### config.mk
export PLATFORM = sky130hd
export DESIGN_NAME = sn76489_bus_if
export DESIGN_NICKNAME = d
export VERILOG_FILES = /design/src/rtl/sn76489_bus_if.sv
export SDC_FILE = /design/constraint.sdc
export NUM_CORES = 1
export LEC_CHECK = 0
export CAP_MARGIN = 10
export CORE_UTILIZATION = 26
export CTS_BUF_LIST = sky130_fd_sc_hd__clkbuf_4 sky130_fd_sc_hd__clkbuf_8
export CTS_CLUSTER_DIAMETER = 100
export DETAILED_ROUTE_END_ITERATION = 7
export DONT_BUFFER_PORTS = 1
export SLEW_MARGIN = 20
export SYNTH_ARGS = -nofsm -noshare
export SYNTH_HDL_FRONTEND = slang
export SYNTH_SLANG_ARGS = --single-unit
### constraint.sdc
create_clock -name clk_sys -period 5.17 [get_ports clk_sys]
set_clock_uncertainty 0.2 [all_clocks]
set_input_delay 1.034 -clock clk_sys [delete_from_list [all_inputs] [get_ports clk_sys]]
set_output_delay 1.034 -clock clk_sys [all_outputs]
set_load 0.01 [all_outputs]
### src/rtl/sn76489_bus_if.sv
// sn76489_bus_if: bus-side write responder for one SN76489-compatible PSG.
// Samples the ce_n/wr_n strobe on clk_en ticks, decodes latch/data command
// bytes into the tone/attenuation/noise registers and throttles the writer
// through ready_o.
// Optional feature macro: PSG_INSTANT_READY_EN (skip the BUSY hold, ready_o tied high).
module sn76489_bus_if #(
   parameter int unsigned READY_TICKS = 32
) (
   input  logic       clk_sys,
   input  logic       reset_n,
   input  logic       clk_en,
   input  logic       ce_n,
   input  logic       wr_n,
   input  logic [7:0] data_i,
   output logic       ready_o,
   output logic [9:0] tone0_o,
   output logic [9:0] tone1_o,
   output logic [9:0] tone2_o,
   output logic [3:0] att0_o,
   output logic [3:0] att1_o,
   output logic [3:0] att2_o,
   output logic [3:0] att3_o,
   output logic [2:0] noise_ctrl_o,
   output logic       noise_rst_o
);

   localparam logic [1:0] S_IDLE     = 2'd0;
   localparam logic [1:0] S_BUSY     = 2'd1;
   localparam logic [1:0] S_WAIT_REL = 2'd2;

   logic [1:0] r_state;
   logic [2:0] r_idx;
   logic [9:0] r_tone0, r_tone1, r_tone2;
   logic [3:0] r_att0, r_att1, r_att2, r_att3;
   logic [2:0] r_noise;
   logic       r_noise_rst;

   logic       w_strobe;
   logic       w_accept;
   logic       w_latch;
   logic [2:0] w_idx;

   assign w_strobe = ~ce_n & ~wr_n;
   assign w_accept = clk_en & w_strobe & (r_state == S_IDLE);
   assign w_latch  = data_i[7];
   // Data bytes reuse the index captured by the most recent latch byte.
   assign w_idx    = w_latch ? data_i[6:4] : r_idx;

`ifdef PSG_INSTANT_READY_EN
   assign ready_o = 1'b1;

   // Handshake FSM: accept in IDLE, then wait for strobe release.
   always_ff @(posedge clk_sys or negedge reset_n) begin
      if (!reset_n) begin
         r_state <= S_IDLE;
      end else if (clk_en) begin
         case (r_state)
            S_IDLE:     if (w_strobe) r_state <= S_WAIT_REL;
            S_WAIT_REL: if (!w_strobe) r_state <= S_IDLE;
            default:    r_state <= S_IDLE;
         endcase
      end
   end
`else
   localparam logic [7:0] L_LAST_TICK = 8'(READY_TICKS - 1);

   logic [7:0] r_cnt;

   assign ready_o = (r_state != S_BUSY);

   // Handshake FSM: accept in IDLE, hold BUSY for READY_TICKS ticks, then
   // require a release tick before the next write can be accepted.
   always_ff @(posedge clk_sys or negedge reset_n) begin
      if (!reset_n) begin
         r_state <= S_IDLE;
         r_cnt   <= 8'd0;
      end else if (clk_en) begin
         case (r_state)
            S_IDLE: begin
               if (w_strobe) begin
                  r_state <= S_BUSY;
                  r_cnt   <= 8'd0;
               end
            end
            S_BUSY: begin
               if (r_cnt == L_LAST_TICK) begin
                  r_state <= w_strobe ? S_WAIT_REL : S_IDLE;
               end else begin
                  r_cnt <= r_cnt + 8'd1;
               end
            end
            S_WAIT_REL: if (!w_strobe) r_state <= S_IDLE;
            default:    r_state <= S_IDLE;
         endcase
      end
   end
`endif

   // Register file: updated only on the accepting edge.
   always_ff @(posedge clk_sys or negedge reset_n) begin
      if (!reset_n) begin
         r_idx       <= 3'd0;
         r_tone0     <= 10'd0;
         r_tone1     <= 10'd0;
         r_tone2     <= 10'd0;
         r_att0      <= 4'hF;
         r_att1      <= 4'hF;
         r_att2      <= 4'hF;
         r_att3      <= 4'hF;
         r_noise     <= 3'd0;
         r_noise_rst <= 1'b0;
      end else begin
         r_noise_rst <= 1'b0;
         if (w_accept) begin
            if (w_latch) r_idx <= data_i[6:4];
            case (w_idx)
               3'd0: if (w_latch) r_tone0[3:0] <= data_i[3:0]; else r_tone0[9:4] <= data_i[5:0];
               3'd2: if (w_latch) r_tone1[3:0] <= data_i[3:0]; else r_tone1[9:4] <= data_i[5:0];
               3'd4: if (w_latch) r_tone2[3:0] <= data_i[3:0]; else r_tone2[9:4] <= data_i[5:0];
               3'd1: r_att0 <= data_i[3:0];
               3'd3: r_att1 <= data_i[3:0];
               3'd5: r_att2 <= data_i[3:0];
               3'd7: r_att3 <= data_i[3:0];
               default: begin
                  r_noise     <= data_i[2:0];
                  r_noise_rst <= 1'b1;
               end
            endcase
         end
      end
   end

   assign tone0_o      = r_tone0;
   assign tone1_o      = r_tone1;
   assign tone2_o      = r_tone2;
   assign att0_o       = r_att0;
   assign att1_o       = r_att1;
   assign att2_o       = r_att2;
   assign att3_o       = r_att3;
   assign noise_ctrl_o = r_noise;
   assign noise_rst_o  = r_noise_rst;

endmodule
# Yosys cells after proc, flatten, opt, wreduce, memory -nomap -nowiden
# Cells that the tools add are included.
# W data, S select, Z words.
# totals
output_inout_bits	51
input_bits	13
latchBits	0
register_bits	63
mem_count	0
romBits	0
ramBits	0
# classes
magnitude_cmp	0
n_bitwise	7
mul	0
div_mod_pow	0
reduce_logical	17
shift	0
n_addsub	1
mux	11
n_eq_ne	14
# ops
cell	n
$reduce_and A3 Y1	6
$mux W8	2
$pmux W8 S2	1
$reduce_and A2 Y1	5
$eq A3 B3 Y1 const B	3
$add A8 B1 Y8 const B	1
$eq A8 B5 Y1 const B	1
$mux W2	4
$ne A2 B2 Y1 const B	4
$reduce_and A4 Y1	2
$reduce_or A7 Y1	1
$eq A3 B2 Y1 const B	2
$pmux W2 S3	1
$not A1 Y1	4
$and A1 B1 Y1	3
$eq A3 B1 Y1 const B	1
$logic_not A3 Y1	1
$mux W3	1
$eq A2 B1 Y1 const B	1
$eq A2 B2 Y1 const B	1
$logic_not A2 Y1	1
$mux W1	2
$ne A2 B1 Y1 const B	1
$reduce_bool A2 Y1	1

# Depth between registers and ports, before layout
# Gate-level depths: netlist of run 1.
# depth
depth_word	5
mapped_depth	6
ltp_nobuf	5

# Worst setup path before layout of run 1
# No wires, ideal clock.
# synth_path
kind	input to register
start	in data_i[7]
end	reg r_att1[2] (netlist: att1_o[2])
required_time_ps	4888
arrival_ps	2378
path_stages	5
path_slack_ps	2510
n_path_buf	1
cell_sequence	clkbuf_1 -> mux2i_1 -> nand3_1 -> nor2_1 -> mux2_2
# synth_via
elab_chain_len	3
# synth_lines
element	line	source
start, declared	14	input logic [7:0] data_i,
$mux W3	-	
$eq A3 B2 Y1	116	case (w_idx)
$reduce_and A2 Y1 (no source line)	-	
end signal, assigned	121	3'd3: r_att1 <= data_i[3:0];
end, declared	34	logic [3:0] r_att0, r_att1, r_att2, r_att3;
# Every way passes these cells.
# A chain may end at the register's enable or synchronous reset.

# Final worst setup path of run 1
# layout_path
start	reg r_state[0]
end	out ready_o
# layout_via
elab_chain_len	1
# layout_lines
element	line	source
start, declared	31	logic [1:0] r_state;
start signal, assigned	87	r_state <= w_strobe ? S_WAIT_REL : S_IDLE;
$ne A2 B1 Y1	69	assign ready_o = (r_state != S_BUSY);
end, declared	15	output logic ready_o,
# Every way passes these cells.

==> results.md, run 1 <==
- Outcome: finished, final reports clean
- Max-Cap Viols: 0
- First-pass GRT wire length: 9701 um
- Final Slew Violations: 0
- Synth-to-layout area growth: 11.64%
- Setup bufs post-CTS: 0
- CP Data Required Time: between 3000 and 4000 ps
- Root Buffer: clkbuf_8
- Post-route ant nets: 0
- Clock transition time at the flip-flop clock pins of the worst setup and hold paths: 70 ps
- Routed via count: between 1500 and 2000
- Period utilization: 48.39%
- Worst IR drop on VDD: around 140 uV
- Post-synthesis adder-cell area fraction: less than 1%
- CP delay by family, top: flip-flops
- Number of global-route vias before repair: between 1500 and 2000
- Critical path capture point type: output port
- Simple-gate share of the synthesized area: approximately 11%
- # H-tree levels: 3
- CP Class: register to output port
- Drt first-iter violations: 57
- Mux contribution to synthesized area: between 20% and 30%
- Worst-Skew Late Latency: roughly 330 ps
- # diodes: 0
- Compound-Gate Fraction of Synth Area: under 10%
- # hold bufs at CTS: 0
- DR vias/cell: about 4.6
- Commonest non-fill, non-tap cell in the layout: dfrtp_1
- CTS tree: built
- All-Layer GR Usage: approximately an eighth
- Drt wl/cell: around 18 um
- Net count, final: 216
- Die Wd: approximately 100 um
- Synth Warn #: 0
- CTS max path bufs: 2
- Synth Register Bits: 63
- Unrepaired setup endpoints after global routing: false
- Register area share after synthesis: between 50 and 60%
- Post-CTS resize count: 0
- Mapped Nets: ~220
- Worst slew pin tran: ~600 ps
- Pin count of the biggest net entering global routing: 64
- Drt total wl: 6006 um
- Grt ovf: 0
- Most frequent cells in the layout: dfrtp_1 (47), mux2_1 (40), dfstp_2 (16)
- Startpoint types: register
- Post-Syn Area per Cell: approximately 14 um2
- Critical path buffer and inverter count: 1
- Rows: 37
- DR pass1 iterations: 4
- Overall power: about 1.3 mW
- CTS Buf Count: 9
- PD cells: 411.0 nW/um2
- Largest family of logic cells by synthesized area: multiplexers
- Hold Path Class: primary input to asynchronous set/reset pin
- Clk sinks: 63
- Die area: about 11000 um2
- Arrival time at the worst endpoint: 1270 ps
- Period minus WS final: roughly 2500 ps
- Critical path cell sequence: nor2b_1 -> inv_1
- Starting utilization of the core area: 26.67%
- Netlist cell types: 43
- Port Buffers: 0
- Final setup TNS: 0 ps
- RD Place Congestion: roughly 0.79
- Highest achievable clock rate: about 400 MHz
- Num ports: 64
- Worst Slack Setup Final: ~2700 ps
- DIE HEIGHT: between 100 and 150 um
- Critical-path maximum fanout: 6
- CP max-delay cell: dfrtp_1
- Rel. slew slack: between 50 and 60%
- Pleak: 1.419 nW
- Share of layout cells above drive strength 1: 23.67%
- Pre-CTS setup slack: about 2400 ps
- Xor/xnor share of the synthesized area: less than 1%
- Final core utilization: slightly below 30%
- Dpl hpwl: 4091 um
- Final Hold Vio Count: 0
- Slowest stage delay, CP: 460 ps
- Syn Inst Count: 203
- Synth Cell Area: roughly 2700 um2
- DRC viols: 0
- Setup-failing EPs final: 0
- Core outline area: 10280 um2
- Antenna violations before repair: 0
- Final Hold Slack: around 190 ps
==> cell type report <==
class                           count  area, um2
Multi-Input combinational cell    123       1077
Inverter                            5      18.77
Clock buffer                       12      152.6
Sequential cell                    63       1597
Clock inverter                      4      45.04
Fill cell                        1054       7217
Tap cell                          136      170.2
==> cell usage after synthesis (all sizes together) <==
cell type / count / area share (%)
nor3b: 1 / 0.46
clkbuf: 8 / 1.1
a21oi: 1 / 0.18
a21o: 2 / 0.55
or4b: 1 / 0.50
nand2: 10 / 1.4
inv: 5 / 0.68
o32ai: 1 / 0.32
o31ai: 5 / 1.4
o2111ai: 1 / 0.32
mux2i: 1 / 0.37
nor4: 1 / 0.23
and3b: 1 / 0.32
dfstp: 16 / 15
a211o: 1 / 0.32
ha: 1 / 0.46
a32o: 1 / 0.37
a31oi: 1 / 0.23
xor2: 2 / 0.64
nand3: 5 / 1.4
and4: 1 / 0.32
dfrtp: 47 / 43
and2b: 1 / 0.27
and2: 3 / 0.68
o21ai: 9 / 1.6
nor2: 7 / 0.96
nand4: 1 / 0.23
buf: 4 / 0.68
nor3: 3 / 1.1
nor2b: 1 / 0.23
mux2: 51 / 21
nor4b: 1 / 0.55
nand3b: 2 / 0.55
or3b: 2 / 0.64
or4: 2 / 0.55
and3: 3 / 0.68
==> sequential cells by signal (all words and copies together) (netlist names) <==
| signal | cells |
|---|---|
| r_state | 2 |
| att0_o | 4 |
| att2_o | 4 |
| tone0_o | 10 |
| tone1_o | 10 |
| r_cnt | 8 |
| noise_rst_o | 1 |
| noise_ctrl_o | 3 |
| r_idx | 3 |
| att1_o | 4 |
| att3_o | 4 |
| tone2_o | 10 |
==> routing by layer <==
| metal | part of all wire (%) | GRT usage [%] | vias to the layer above |
|---|---|---|---|
| met5 | 0 | 0 | - |
| met4 | 1.5 | 4.527 | 0 |
| met3 | 7.9 | 5.427 | 9 |
| met2 | 47 | 17.88 | 51 |
| met1 | 44 | 14.95 | 804 |
| li1 | - | - | 721 |
==> metrics by stage <==
step                      std cells  area, um2
after floorplan                 203       2741
after global placement          327       2863
after detailed placement        327       2863
after CTS                       343       3060
after global routing            343       3060
final                           343       3060
==> power breakdown <==
group,switching (mW),leakage (nW),internal [mW],total [mW]
clock network,0.185,0.107,0.244,0.429
registers,0.105,0.794,0.600,0.706
logic,0.0538,0.518,0.0694,0.123
total,0.344,1.42,0.914,1.26
==> cells by family after synthesis <==
logic type	after synthesis
flops	63
mux	52
xor+xnor	2
buf+inv	17
simple gates	46
fa+ha+maj	1
compound gates	22
==> worst paths after layout <==
kind                                  from         end  slack (ps)  depth (start not counted)
worst min-delay path               reset_n    r_cnt[0]         190                          0
min in group clk_sys              r_cnt[4]    r_cnt[4]         310                          1
worst min register to register    r_cnt[4]    r_cnt[4]         310                          1
worst max-delay path            r_state[0]     ready_o        2670                          2
max in group asynchronous          reset_n   att2_o[0]        4370                          0
worst max register to register  r_state[0]  tone1_o[7]        2950                          4
Power figures use the tool's default switching activity.
==> run 2: changes to the inputs <==
==> constraint.sdc (replaced) <==
create_clock -name clk_sys -period 2.5 [get_ports clk_sys]
set_clock_uncertainty 0.2 [all_clocks]
set_input_delay 0.5 -clock clk_sys [delete_from_list [all_inputs] [get_ports clk_sys]]
set_output_delay 0.5 -clock clk_sys [all_outputs]
set_load 0.01 [all_outputs]
==> results.md, run 2 (synthesis gave the netlist of run 1 again) <==
- Net count, final: ~220
- Max-Cap Viols: 0
- Final setup TNS: 0 ps
- Die area: around 11000 um2
- Period minus WS final: about 2200 ps
- Hold Path Class: primary input to register
- CP Class: register to register
- Crit path launch: r_state[0]
- DIE HEIGHT: 104.7 um
- Final Hold Vio Count: 0
- Antenna violations before repair: 0
- Critical path capture point type: register
- Overall power: ~2.8 mW
- Setup bufs post-CTS: 0
- Grt ovf: 0
- Rows: 37
- Num ports: between 60 and 70
- CTS max path bufs: 2
- Synth-to-layout area growth: 15.06%
- Pleak: between 1 and 1.5 nW
- Number of global-route vias before repair: ~1700
- DR pass1 iterations: 4
- Root Buffer: clkbuf_8
- R2r setup slk: 260 ps
- All-Layer GR Usage: around 12%
- Commonest non-fill, non-tap cell in the layout: dfrtp_1
- Clk sinks: 63
- Dpl hpwl: about 4200 um
- CTS tree: built
- Routed via count: about 1600
- Outcome: finished, final reports clean
- Setup-failing EPs final: 0
- Share of layout cells above drive strength 1: between 20% and 30%
- Starting utilization of the core area: 26.67%
- CP Data Required Time: between 2000 and 3000 ps
- Layout filler cell count: 1067
- Drt first-iter violations: 47
- Pin count of the biggest net entering global routing: 64
- Worst-Skew Late Latency: 340 ps
- Clock transition time at the flip-flop clock pins of the worst setup and hold paths: 80 ps
- First-pass GRT wire length: 9770 um
- Multi-input logic area: between 1000 and 1500 um2
- Period utilization: ~90%
- Drt total wl: between 6000 and 7000 um
- Drt wl/cell: around 18 um
- # diodes: 0
- Reg-to-Reg Start: r_state[0]
- PD cells: a little under 900 nW/um2
- Rel. slew slack: between 60 and 70%
- RD Place Congestion: approximately 0.8
- # H-tree levels: 3
- DR vias/cell: ~4.5
- Unrepaired setup endpoints after global routing: false
- Startpoint types: register
- Highest achievable clock rate: between 400 and 500 MHz
- DRC viols: 0
- Arrival time at the worst endpoint: roughly 2300 ps
- Reg area: between 1500 and 2000 um2
- CTS Buf Count: 9
- Hold path start: data_i[5]
- Worst slew pin tran: slightly above 500 ps
- Port Buffers: 0
- Final Slew Violations: 0
- Critical-path maximum fanout: 6
- Core outline area: 10280 um2
- Most frequent cells in the layout: dfrtp_1 (47), mux2_1 (40), dfstp_2 (16)
- Die Wd: between 100 and 150 um
- Worst IR drop on VDD: around 280 uV
- Post-route ant nets: 0
-- run 2: cell types whose count changed in the layout (fill, tap and decap cells not counted), sizes merged --
| cell | before | now |
|---|---|---|
| bufinv | 1 | 2 |
| clkinv | 3 | 1 |
| buf | 0 | 4 |
| dlygate4sd3 | 0 | 1 |
| clkbuf | 12 | 11 |
| clkinvlp | 0 | 2 |
-- run 2: final timing paths --
check                              to  depth (start not counted)
setup reg to reg           tone1_o[8]                          4
hold reg to reg              r_cnt[0]                          1
min in group asynchronous  tone0_o[8]                          2
max in group asynchronous   att2_o[1]                          2
hold / removal             tone1_o[9]                          1
setup / recovery           tone1_o[8]                          4
-- run 2: timing repair --
item,in CTS,in global routing
gates resized for setup,0,0
hold buffers,2,0
hold endpoints to repair,63,0
-- run 2: power by group --
group | internal (mW) | switching (mW)
Combinational | 0.152 | 0.133
Sequential | 1.24 | 0.225
Clock | 0.614 | 0.405
Total | 2.01 | 0.763
-- run 2: routing by layer --
metal	vias up	global-route usage, %	wire length [um]
met3	7	6.363	581
met4	0	5.131	78
met2	38	19.16	2916
met5	-	0	0
li1	731	-	-
met1	804	13.56	2584
-- run 2: cell type report --
cell class / instances / share of cell area [%]
inverter: 5 / 0.5950
tap: 136 / 5.395
clock inverter: 5 / 2.539
multi-input combinational: 123 / 34.15
clock buffer: 11 / 4.800
sequential: 63 / 50.61
timing repair buffer: 5 / 1.904
-- run 2: per-stage QoR --
stage                     std cells  setup slack, ps  utilization, %  area (um2)  hold slack, ps
after CTS                       348            240.9           30.69        3154           67.06
after global placement          330            272.7           28.07        2885           6.238
after global routing            348            146.5           30.69        3154           58.98
after floorplan                 203            373.9               -        2741           4.409
final                           348            261.3           30.69        3154           85.21
after detailed placement        330            227.7           28.07        2885           7.081
-- run 2: critical path, stage by stage (launching register included) --
cell and delay (ps):
dfrtp_1 450, nor3_4 360, nand3_1 190, or3b_1 560, mux2_1 370
